`config.mk`:
```
export PLATFORM = sky130hd
export DESIGN_NAME = pic_cascade_ctrl_flat
export DESIGN_NICKNAME = d
export VERILOG_FILES = /design/src/rtl/pic_pkg.sv /design/src/rtl/pic_cascade_ctrl_if.sv /design/src/rtl/pic_inta_seq.sv /design/src/rtl/pic_cascade_ctrl.sv /design/src/flat_wrapper.sv
export SDC_FILE = /design/constraint.sdc
export NUM_CORES = 1
export LEC_CHECK = 0
export BUFFER_PORTS_ARGS = -buffer_cell sky130_fd_sc_hd__buf_2
export CORE_UTILIZATION = 45
export DETAILED_ROUTE_END_ITERATION = 16
export GPL_TIMING_DRIVEN = 1
export HOLD_SLACK_MARGIN = 0.08
export PLACE_DENSITY_LB_ADDON = 0.2
export SLEW_MARGIN = 20
export SYNTH_ARGS = -nofsm -noshare
export SYNTH_HDL_FRONTEND = slang
export SYNTH_HIERARCHICAL = 1
export SYNTH_SLANG_ARGS = --single-unit
export TNS_END_PERCENT = 20
```
`constraint.sdc`:
```
create_clock -name clk -period 1.6 [get_ports clk]
set_input_delay 0.08 -clock clk [delete_from_list [all_inputs] [get_ports clk]]
set_output_delay 0.08 -clock clk [all_outputs]
set_load 0.05 [all_outputs]
```
`src/rtl/pic_pkg.sv`:
```
// Shared types and constants for the PIC cascade-bus controller.
package pic_pkg;

   typedef enum logic [1:0] {
      ST_IDLE  = 2'd0,
      ST_PULSE = 2'd1,
      ST_GAP   = 2'd2
   } inta_state_e;

   localparam logic [7:0] CALL_OPCODE = 8'hCD;
   localparam int         NP_8080     = 3;
   localparam int         NP_8086     = 2;

   // Number of INTA pulses that make up one acknowledge sequence.
   function automatic logic [1:0] np_of(input logic upm);
      return upm ? 2'(NP_8086) : 2'(NP_8080);
   endfunction

endpackage

```
`src/rtl/pic_cascade_ctrl_if.sv`:
```
// Bundle of control-logic, priority-resolver, CAS and data-bus-buffer signals
// seen by the cascade controller. The slave modport is the controller side.
interface pic_cascade_ctrl_if #(
   parameter int CAS_W = 3
);
   logic                  SNGL;
   logic                  SP_EN;
   logic                  UPM;
   logic [2**CAS_W-1:0]   ICW3;
   logic                  INTA;
   logic                  irq_valid;
   logic [CAS_W-1:0]      irq_level;
   logic [CAS_W-1:0]      CAS_in;
   logic [CAS_W-1:0]      CAS_out;
   logic                  CAS_oe;
   logic [CAS_W-1:0]      ack_level;
   logic                  opcode_en;
   logic                  vec_en;
   logic                  seq_done;
   logic                  seq_abort;

   modport master (
      output SNGL, SP_EN, UPM, ICW3, INTA, irq_valid, irq_level, CAS_in,
      input  CAS_out, CAS_oe, ack_level, opcode_en, vec_en, seq_done, seq_abort
   );

   modport slave (
      input  SNGL, SP_EN, UPM, ICW3, INTA, irq_valid, irq_level, CAS_in,
      output CAS_out, CAS_oe, ack_level, opcode_en, vec_en, seq_done, seq_abort
   );

endinterface

```
`src/rtl/pic_inta_seq.sv`:
```
// INTA pulse sequencer: edge detection, IDLE/PULSE/GAP state machine,
// pulse index and inter-pulse gap timer.
import pic_pkg::*;

module pic_inta_seq #(
   parameter int GAP_TIMEOUT = 64
) (
   input  logic       clk,
   input  logic       rst,
   input  logic       inta_i,
   input  logic       upm_i,
   output logic       in_pulse_o,
   output logic [1:0] idx_o,
   output logic       seq_done_o,
   output logic       seq_abort_o
);

   localparam int TW = $clog2(GAP_TIMEOUT + 1);

   inta_state_e   state_q;
   logic          inta_q;
   logic          inPulse_q;
   logic          seqDone_q;
   logic          seqAbort_q;
   logic [1:0]    idx_q;
   logic [1:0]    np_q;
   logic [TW-1:0] timer_q;
   logic          leadEdge;
   logic          trailEdge;

   assign leadEdge  = inta_q & ~inta_i;
   assign trailEdge = ~inta_q & inta_i;

   // Sequence state machine; the pulse count is frozen at the first leading
   // edge so a UPM change mid-sequence only affects the next sequence.
   always_ff @(posedge clk) begin
      if (rst) begin
         state_q    <= ST_IDLE;
         inta_q     <= 1'b1;
         inPulse_q  <= 1'b0;
         seqDone_q  <= 1'b0;
         seqAbort_q <= 1'b0;
         idx_q      <= 2'd0;
         np_q       <= 2'd0;
         timer_q    <= '0;
      end else begin
         inta_q     <= inta_i;
         seqDone_q  <= 1'b0;
         seqAbort_q <= 1'b0;
         case (state_q)
            ST_IDLE: begin
               if (leadEdge) begin
                  state_q   <= ST_PULSE;
                  inPulse_q <= 1'b1;
                  idx_q     <= 2'd1;
                  np_q      <= np_of(upm_i);
               end
            end
            ST_PULSE: begin
               if (trailEdge) begin
                  inPulse_q <= 1'b0;
                  if (idx_q == np_q) begin
                     state_q   <= ST_IDLE;
                     idx_q     <= 2'd0;
                     seqDone_q <= 1'b1;
                  end else begin
                     state_q <= ST_GAP;
                     timer_q <= '0;
                  end
               end
            end
            ST_GAP: begin
               if (leadEdge) begin
                  state_q   <= ST_PULSE;
                  inPulse_q <= 1'b1;
                  idx_q     <= idx_q + 2'd1;
               end else if (timer_q == TW'(GAP_TIMEOUT)) begin
                  state_q    <= ST_IDLE;
                  idx_q      <= 2'd0;
                  seqAbort_q <= 1'b1;
               end else begin
                  timer_q <= timer_q + 1'b1;
               end
            end
            default: begin
               state_q   <= ST_IDLE;
               inPulse_q <= 1'b0;
               idx_q     <= 2'd0;
            end
         endcase
      end
   end

   assign in_pulse_o  = inPulse_q;
   assign idx_o       = idx_q;
   assign seq_done_o  = seqDone_q;
   assign seq_abort_o = seqAbort_q;

endmodule

```
`src/rtl/pic_cascade_ctrl.sv`:
```
// PIC cascade-bus controller: latches role and level for each acknowledge
// sequence, drives or decodes the CAS bus and gates the data-bus buffer.
import pic_pkg::*;

module pic_cascade_ctrl #(
   parameter int CAS_W       = 3,
   parameter int GAP_TIMEOUT = 64
) (
   input logic              clk,
   input logic              rst,
   pic_cascade_ctrl_if.slave bus
);

   logic             inPulse;
   logic [1:0]       idx;
   logic             seqDone;
   logic             seqAbort;

   logic             seqActive_q;
   logic             sngl_q;
   logic             master_q;
   logic             upm_q;
   logic             casc_q;
   logic [CAS_W-1:0] level_q;
   logic [CAS_W-1:0] slaveId_q;
   logic             sel_q;
   logic [CAS_W-1:0] casOut_q;
   logic             casOe_q;
   logic             opcodeEn_q;
   logic             vecEn_q;
   logic             seqDone_q;
   logic             seqAbort_q;

   logic             startNow;
   logic             seqLive;
   logic             effSngl;
   logic             effMaster;
   logic             effSlave;
   logic             effUpm;
   logic             effCasc;
   logic [CAS_W-1:0] effLevel;
   logic [CAS_W-1:0] effId;
   logic             sel_d;
   logic [CAS_W-1:0] casOut_d;
   logic             casOe_d;
   logic             opcodeEn_d;
   logic             vecEn_d;

   pic_inta_seq #(
      .GAP_TIMEOUT (GAP_TIMEOUT)
   ) uSeq (
      .clk         (clk),
      .rst         (rst),
      .inta_i      (bus.INTA),
      .upm_i       (bus.UPM),
      .in_pulse_o  (inPulse),
      .idx_o       (idx),
      .seq_done_o  (seqDone),
      .seq_abort_o (seqAbort)
   );

   // On the first cycle of a sequence the live inputs are used directly so the
   // outputs for pulse 1 are not delayed by the role latches.
   always_comb begin
      startNow  = inPulse & ~seqActive_q;
      effSngl   = sngl_q;
      effMaster = master_q;
      effUpm    = upm_q;
      effLevel  = level_q;
      effCasc   = casc_q;
      effId     = slaveId_q;
      if (startNow) begin
         effSngl   = bus.SNGL;
         effMaster = ~bus.SNGL & bus.SP_EN;
         effUpm    = bus.UPM;
         effLevel  = bus.irq_valid ? bus.irq_level : '1;
         effCasc   = bus.ICW3[effLevel];
         effId     = bus.ICW3[CAS_W-1:0];
      end
      effSlave = ~effSngl & ~effMaster;
      seqLive  = (startNow | seqActive_q) & ~seqDone & ~seqAbort;

      sel_d = 1'b0;
      if (seqLive && effSlave) begin
         sel_d = (inPulse && idx == 2'd1) ? (bus.CAS_in == effId) : sel_q;
      end

      casOe_d    = seqLive & effMaster & effCasc;
      casOut_d   = casOe_d ? effLevel : '0;
      opcodeEn_d = seqLive & inPulse & (idx == 2'd1) & ~effUpm & ~effSlave;
      vecEn_d    = seqLive & inPulse & (idx >= 2'd2) &
                   (effSngl | (effMaster & ~effCasc) | (effSlave & sel_q));
   end

   // Role latches and registered outputs; everything returns to idle values
   // on reset, even mid-sequence.
   always_ff @(posedge clk) begin
      if (rst) begin
         seqActive_q <= 1'b0;
         sngl_q      <= 1'b0;
         master_q    <= 1'b0;
         upm_q       <= 1'b0;
         casc_q      <= 1'b0;
         level_q     <= '0;
         slaveId_q   <= '0;
         sel_q       <= 1'b0;
         casOut_q    <= '0;
         casOe_q     <= 1'b0;
         opcodeEn_q  <= 1'b0;
         vecEn_q     <= 1'b0;
         seqDone_q   <= 1'b0;
         seqAbort_q  <= 1'b0;
      end else begin
         seqActive_q <= seqLive;
         if (startNow) begin
            sngl_q    <= effSngl;
            master_q  <= effMaster;
            upm_q     <= effUpm;
            casc_q    <= effCasc;
            level_q   <= effLevel;
            slaveId_q <= effId;
         end
         sel_q      <= sel_d;
         casOut_q   <= casOut_d;
         casOe_q    <= casOe_d;
         opcodeEn_q <= opcodeEn_d;
         vecEn_q    <= vecEn_d;
         seqDone_q  <= seqDone;
         seqAbort_q <= seqAbort;
      end
   end

   assign bus.CAS_out   = casOut_q;
   assign bus.CAS_oe    = casOe_q;
   assign bus.ack_level = level_q;
   assign bus.opcode_en = opcodeEn_q;
   assign bus.vec_en    = vecEn_q;
   assign bus.seq_done  = seqDone_q;
   assign bus.seq_abort = seqAbort_q;

endmodule
```
`src/flat_wrapper.sv`:
```
// flat-port wrapper written by rule: the top's interface ports become plain ports
module pic_cascade_ctrl_flat 
#(
   parameter int CAS_W       = 3,
   parameter int GAP_TIMEOUT = 64
)
  (clk, rst, bus_SNGL, bus_SP_EN, bus_UPM, bus_ICW3, bus_INTA, bus_irq_valid, bus_irq_level, bus_CAS_in, bus_CAS_out, bus_CAS_oe, bus_ack_level, bus_opcode_en, bus_vec_en, bus_seq_done, bus_seq_abort);
  pic_cascade_ctrl_if #(.CAS_W(CAS_W)) bus_i ();
  input logic clk;
  input logic rst;
  input wire logic [$bits(bus_i.SNGL)-1:0] bus_SNGL;
  input wire logic [$bits(bus_i.SP_EN)-1:0] bus_SP_EN;
  input wire logic [$bits(bus_i.UPM)-1:0] bus_UPM;
  input wire logic [$bits(bus_i.ICW3)-1:0] bus_ICW3;
  input wire logic [$bits(bus_i.INTA)-1:0] bus_INTA;
  input wire logic [$bits(bus_i.irq_valid)-1:0] bus_irq_valid;
  input wire logic [$bits(bus_i.irq_level)-1:0] bus_irq_level;
  input wire logic [$bits(bus_i.CAS_in)-1:0] bus_CAS_in;
  output wire logic [$bits(bus_i.CAS_out)-1:0] bus_CAS_out;
  output wire logic [$bits(bus_i.CAS_oe)-1:0] bus_CAS_oe;
  output wire logic [$bits(bus_i.ack_level)-1:0] bus_ack_level;
  output wire logic [$bits(bus_i.opcode_en)-1:0] bus_opcode_en;
  output wire logic [$bits(bus_i.vec_en)-1:0] bus_vec_en;
  output wire logic [$bits(bus_i.seq_done)-1:0] bus_seq_done;
  output wire logic [$bits(bus_i.seq_abort)-1:0] bus_seq_abort;
  assign bus_i.SNGL = bus_SNGL;
  assign bus_i.SP_EN = bus_SP_EN;
  assign bus_i.UPM = bus_UPM;
  assign bus_i.ICW3 = bus_ICW3;
  assign bus_i.INTA = bus_INTA;
  assign bus_i.irq_valid = bus_irq_valid;
  assign bus_i.irq_level = bus_irq_level;
  assign bus_i.CAS_in = bus_CAS_in;
  assign bus_CAS_out = bus_i.CAS_out;
  assign bus_CAS_oe = bus_i.CAS_oe;
  assign bus_ack_level = bus_i.ack_level;
  assign bus_opcode_en = bus_i.opcode_en;
  assign bus_vec_en = bus_i.vec_en;
  assign bus_seq_done = bus_i.seq_done;
  assign bus_seq_abort = bus_i.seq_abort;
  pic_cascade_ctrl #(.CAS_W(CAS_W), .GAP_TIMEOUT(GAP_TIMEOUT)) u_core (.clk(clk), .rst(rst), .bus(bus_i));
endmodule
```
==> flow_metrics.env <==
export IMPL_antenna_found_initial=0
export IMPL_root_buffer="clkbuf_8"
export IMPL_clock_skew_ns=0.00825
export IMPL_insertion_delay_ns=0.28
export IMPL_synthCells=206
export IMPL_diodes=0
export IMPL_crit_family="compound AO/OA/AOI/OAI gates"
export IMPL_grt_pass1_vias=1587
export IMPL_slew_headroom=0.666
export IMPL_slew_violations=0
export IMPL_layout_commonest_cell="dfxtp_1"
export IMPL_leakagePower_nw=1.01
export IMPL_violations="negative setup slack"
export IMPL_netlist_area_mm2=0.00179
export IMPL_drive_gt1_frac=0.352
export IMPL_cp_data_required_time_ns=1.83
export IMPL_ys_ff_latch=37
export IMPL_cp_arrival_ns=1.93
export IMPL_fp_row_count=22
export IMPL_die_area_mm2=0.00423
export IMPL_rsz0062_at_grt="yes"
export IMPL_avgSynthCellArea_um2=8.69
export IMPL_fin_tns_setup_ns=-0.436
export IMPL_port_buffer_count=31
export IMPL_final_area_mm2=0.00240
export IMPL_synth_flop_cell="dfxtp_1"
export IMPL_final_hold_viol_count=0
export IMPL_gp_congestion=0.789
export IMPL_crit_chain="inv_2 > ha_2 > and2b_2 > buf_6 > a221o_2 > o31ai_2 > a21o_2"
export IMPL_path_buf_inv=2
export IMPL_finalCritPeriodShare=1.07
export IMPL_p_per_area_mw_per_mm2=829
export IMPL_cts_buffers=5
export IMPL_mappedNetlistNets=229
export IMPL_die_h_um=65.1
export IMPL_cts_max_level=2
export IMPL_pin_count=32
export IMPL_cts_setup_buffers=0
export IMPL_syn_to_final_growth_pct=34.0
export IMPL_start_util=0.478
export IMPL_timing_fmax_ghz=0.587
export IMPL_drc_errors=0
export IMPL_yosysUniqueCellTypes=49
export IMPL_hold_path_class="in -> reg"
export IMPL_end_kind="register"
export IMPL_grt_use_total=0.208
export IMPL_cap_violations=0
export IMPL_cp_max_fo=5
export IMPL_cts_tree="done"
export IMPL_viasPerCell=5.12
export IMPL_setup_viol_count_final=7
export IMPL_clkSinkCount=37
export IMPL_worst_pin_slew_ns=0.501
export IMPL_yosysWarnings=6
export IMPL_grt_ovfl_total=0
export IMPL_outcome="finished with violations"
export IMPL_clockBufferDepth=2
export IMPL_dpl_instance_area_mm2=0.00223
export IMPL_ant_nets=0
export IMPL_critPathKind="reg -> reg"
export IMPL_irDropWorstVdd_uv=494
export IMPL_min_period_ns=1.70
export IMPL_cp_start_kind="register"
export IMPL_synth_edf_count=0
export IMPL_crit_path_top_delay_cell="a221o_2"
export IMPL_nets=295
export IMPL_dp_hpwl_um=2880
export IMPL_grt_max_degree=15
export IMPL_drt_iter0_drc=64
export IMPL_max_stage_delay_ns=0.39
export IMPL_vias=1644
export IMPL_drt_total_wl_um=3960
export IMPL_async_flop_share=0
export IMPL_core_area_mm2=0.00374
export IMPL_wl_per_cell_um=12.3
export IMPL_clkTransAtPathRegs_ns=0.07
export IMPL_grt_pass1_wl_um=6670
export IMPL_final_cell_mix="dfxtp_1, buf_2, buf_4"
export IMPL_dieWidth_um=65.1
export IMPL_fin_ws_ns=-0.105
export IMPL_yosysSeqAreaShare=0.414
export IMPL_firstDrtPassIters=4
Yosys cell counts, types with 2 or more instances:
library cell	count	area (um^2)
nand3b_1	3	22.5
a2111oi_2	3	45.0
mux2i_1	3	30.0
nand2_1	24	90.1
xor2_1	3	26.3
o21ai_0	8	40.0
nand2b_1	2	12.5
a21oi_1	22	110
inv_1	10	37.5
xnor2_1	4	35.0
dfxtp_1	37	741
nor2b_1	8	50.1
a21o_2	3	26.3
nor3_1	3	15.0
ha_1	2	25.0
nor2_1	25	93.8
nor3b_1	3	22.5
buf_2	3	15.0
nand3_1	7	35.0
clkbuf_1	3	11.3
o31ai_1	2	15.0
layer usage:
layer  share of wire  vias to the layer above  wire length (um)  track usage
li1                -                      859                 -            -
met3           0.039                        6               155       0.0423
met2            0.49                       33              1940        0.357
met5               0                        -                 0            0
met1            0.45                      746              1800        0.244
met4           0.018                        0                70        0.106
worst min-delay path: cells and delay by family:
| family | cells | cell delay (ns) |
|---|---|---|
| and+or+nand+nor | 1 | 0.07 |
| buffers and inverters | 2 | 0.20 |
cell families after synthesis:
| group | count (synthesis) | share of synthesized area |
|---|---|---|
| AO/OA/AOI/OAI | 52 | 0.218 |
| XOR/XNOR | 7 | 0.0342 |
| adder cells (fa/ha/maj) | 2 | 0.0140 |
| buffers and inverters | 16 | 0.0356 |
| flip-flops | 37 | 0.414 |
| multiplexers | 5 | 0.0314 |
| AND/OR/NAND/NOR | 87 | 0.253 |
final timing paths:
kind,startpoint,endpoint,slack (ns),depth (start not counted)
worst min register to register,u_core/sngl_q,u_core/sngl_q,0.47,2
worst max-delay path,u_core/uSeq/timer_q[0],u_core/uSeq/timer_q[3],-0.10,7
worst max register to register,u_core/uSeq/timer_q[0],u_core/uSeq/timer_q[3],-0.10,7
worst min-delay path,bus_INTA,u_core/uSeq/inta_q,0.09,3
metrics by stage:
| step | setup slack (ns) | instances | util | power (mW) | hold WS, ns |
|---|---|---|---|---|---|
| global placement | -0.0763 | 308 | 0.595 | 1.37 | 0.286 |
| floorplan | -0.0732 | 206 | - | 1.24 | 0.152 |
| detailed placement | -0.0978 | 308 | 0.595 | 1.37 | 0.290 |
| global route | -0.173 | 321 | 0.641 | 2.10 | 0.114 |
| CTS | -0.0922 | 321 | 0.633 | 2.00 | 0.0807 |
| finish | -0.105 | 321 | 0.641 | 1.99 | 0.0881 |
flip-flops by register name, summed over array words and instances (netlist names):
name,count
u_core/uSeq/seq_abort_o,1
u_core/bus.opcode_en,1
u_core/upm_q,1
u_core/uSeq/np_q,2
u_core/sel_q,1
u_core/slaveId_q,3
u_core/bus.CAS_out,3
u_core/master_q,1
u_core/bus.seq_abort,1
u_core/uSeq/state_q,2
u_core/uSeq/timer_q,7
u_core/bus.ack_level,3
u_core/uSeq/idx_o,2
u_core/sngl_q,1
u_core/seqActive_q,1
u_core/bus.CAS_oe,1
u_core/bus.vec_en,1
u_core/bus.seq_done,1
u_core/uSeq/in_pulse_o,1
u_core/casc_q,1
u_core/uSeq/inta_q,1
u_core/uSeq/seq_done_o,1
layout make-up:
cell class                      count  area (um^2)
Clock buffer                        8         80.1
Inverter                           10         37.5
Sequential cell                    37          746
Multi-Input combinational cell    153         1050
Fill cell                         343         1350
Tap cell                           48         60.1
Timing Repair Buffer               65          427
power breakdown:
group	internal [mW]	switching, mW
sequential	0.959	0.0272
clock	0.309	0.306
combinational	0.172	0.214
what timing repair did:
item                                   in CTS  in global routing
endpoints found under the hold margin       5                  0
setup endpoints to repair                   8                 13
gates cloned                                0                  0
pin swaps                                   3                  2
resized for setup                           3                  7
hold buffers                                5                  0
(Power assumes the default switching activity.)
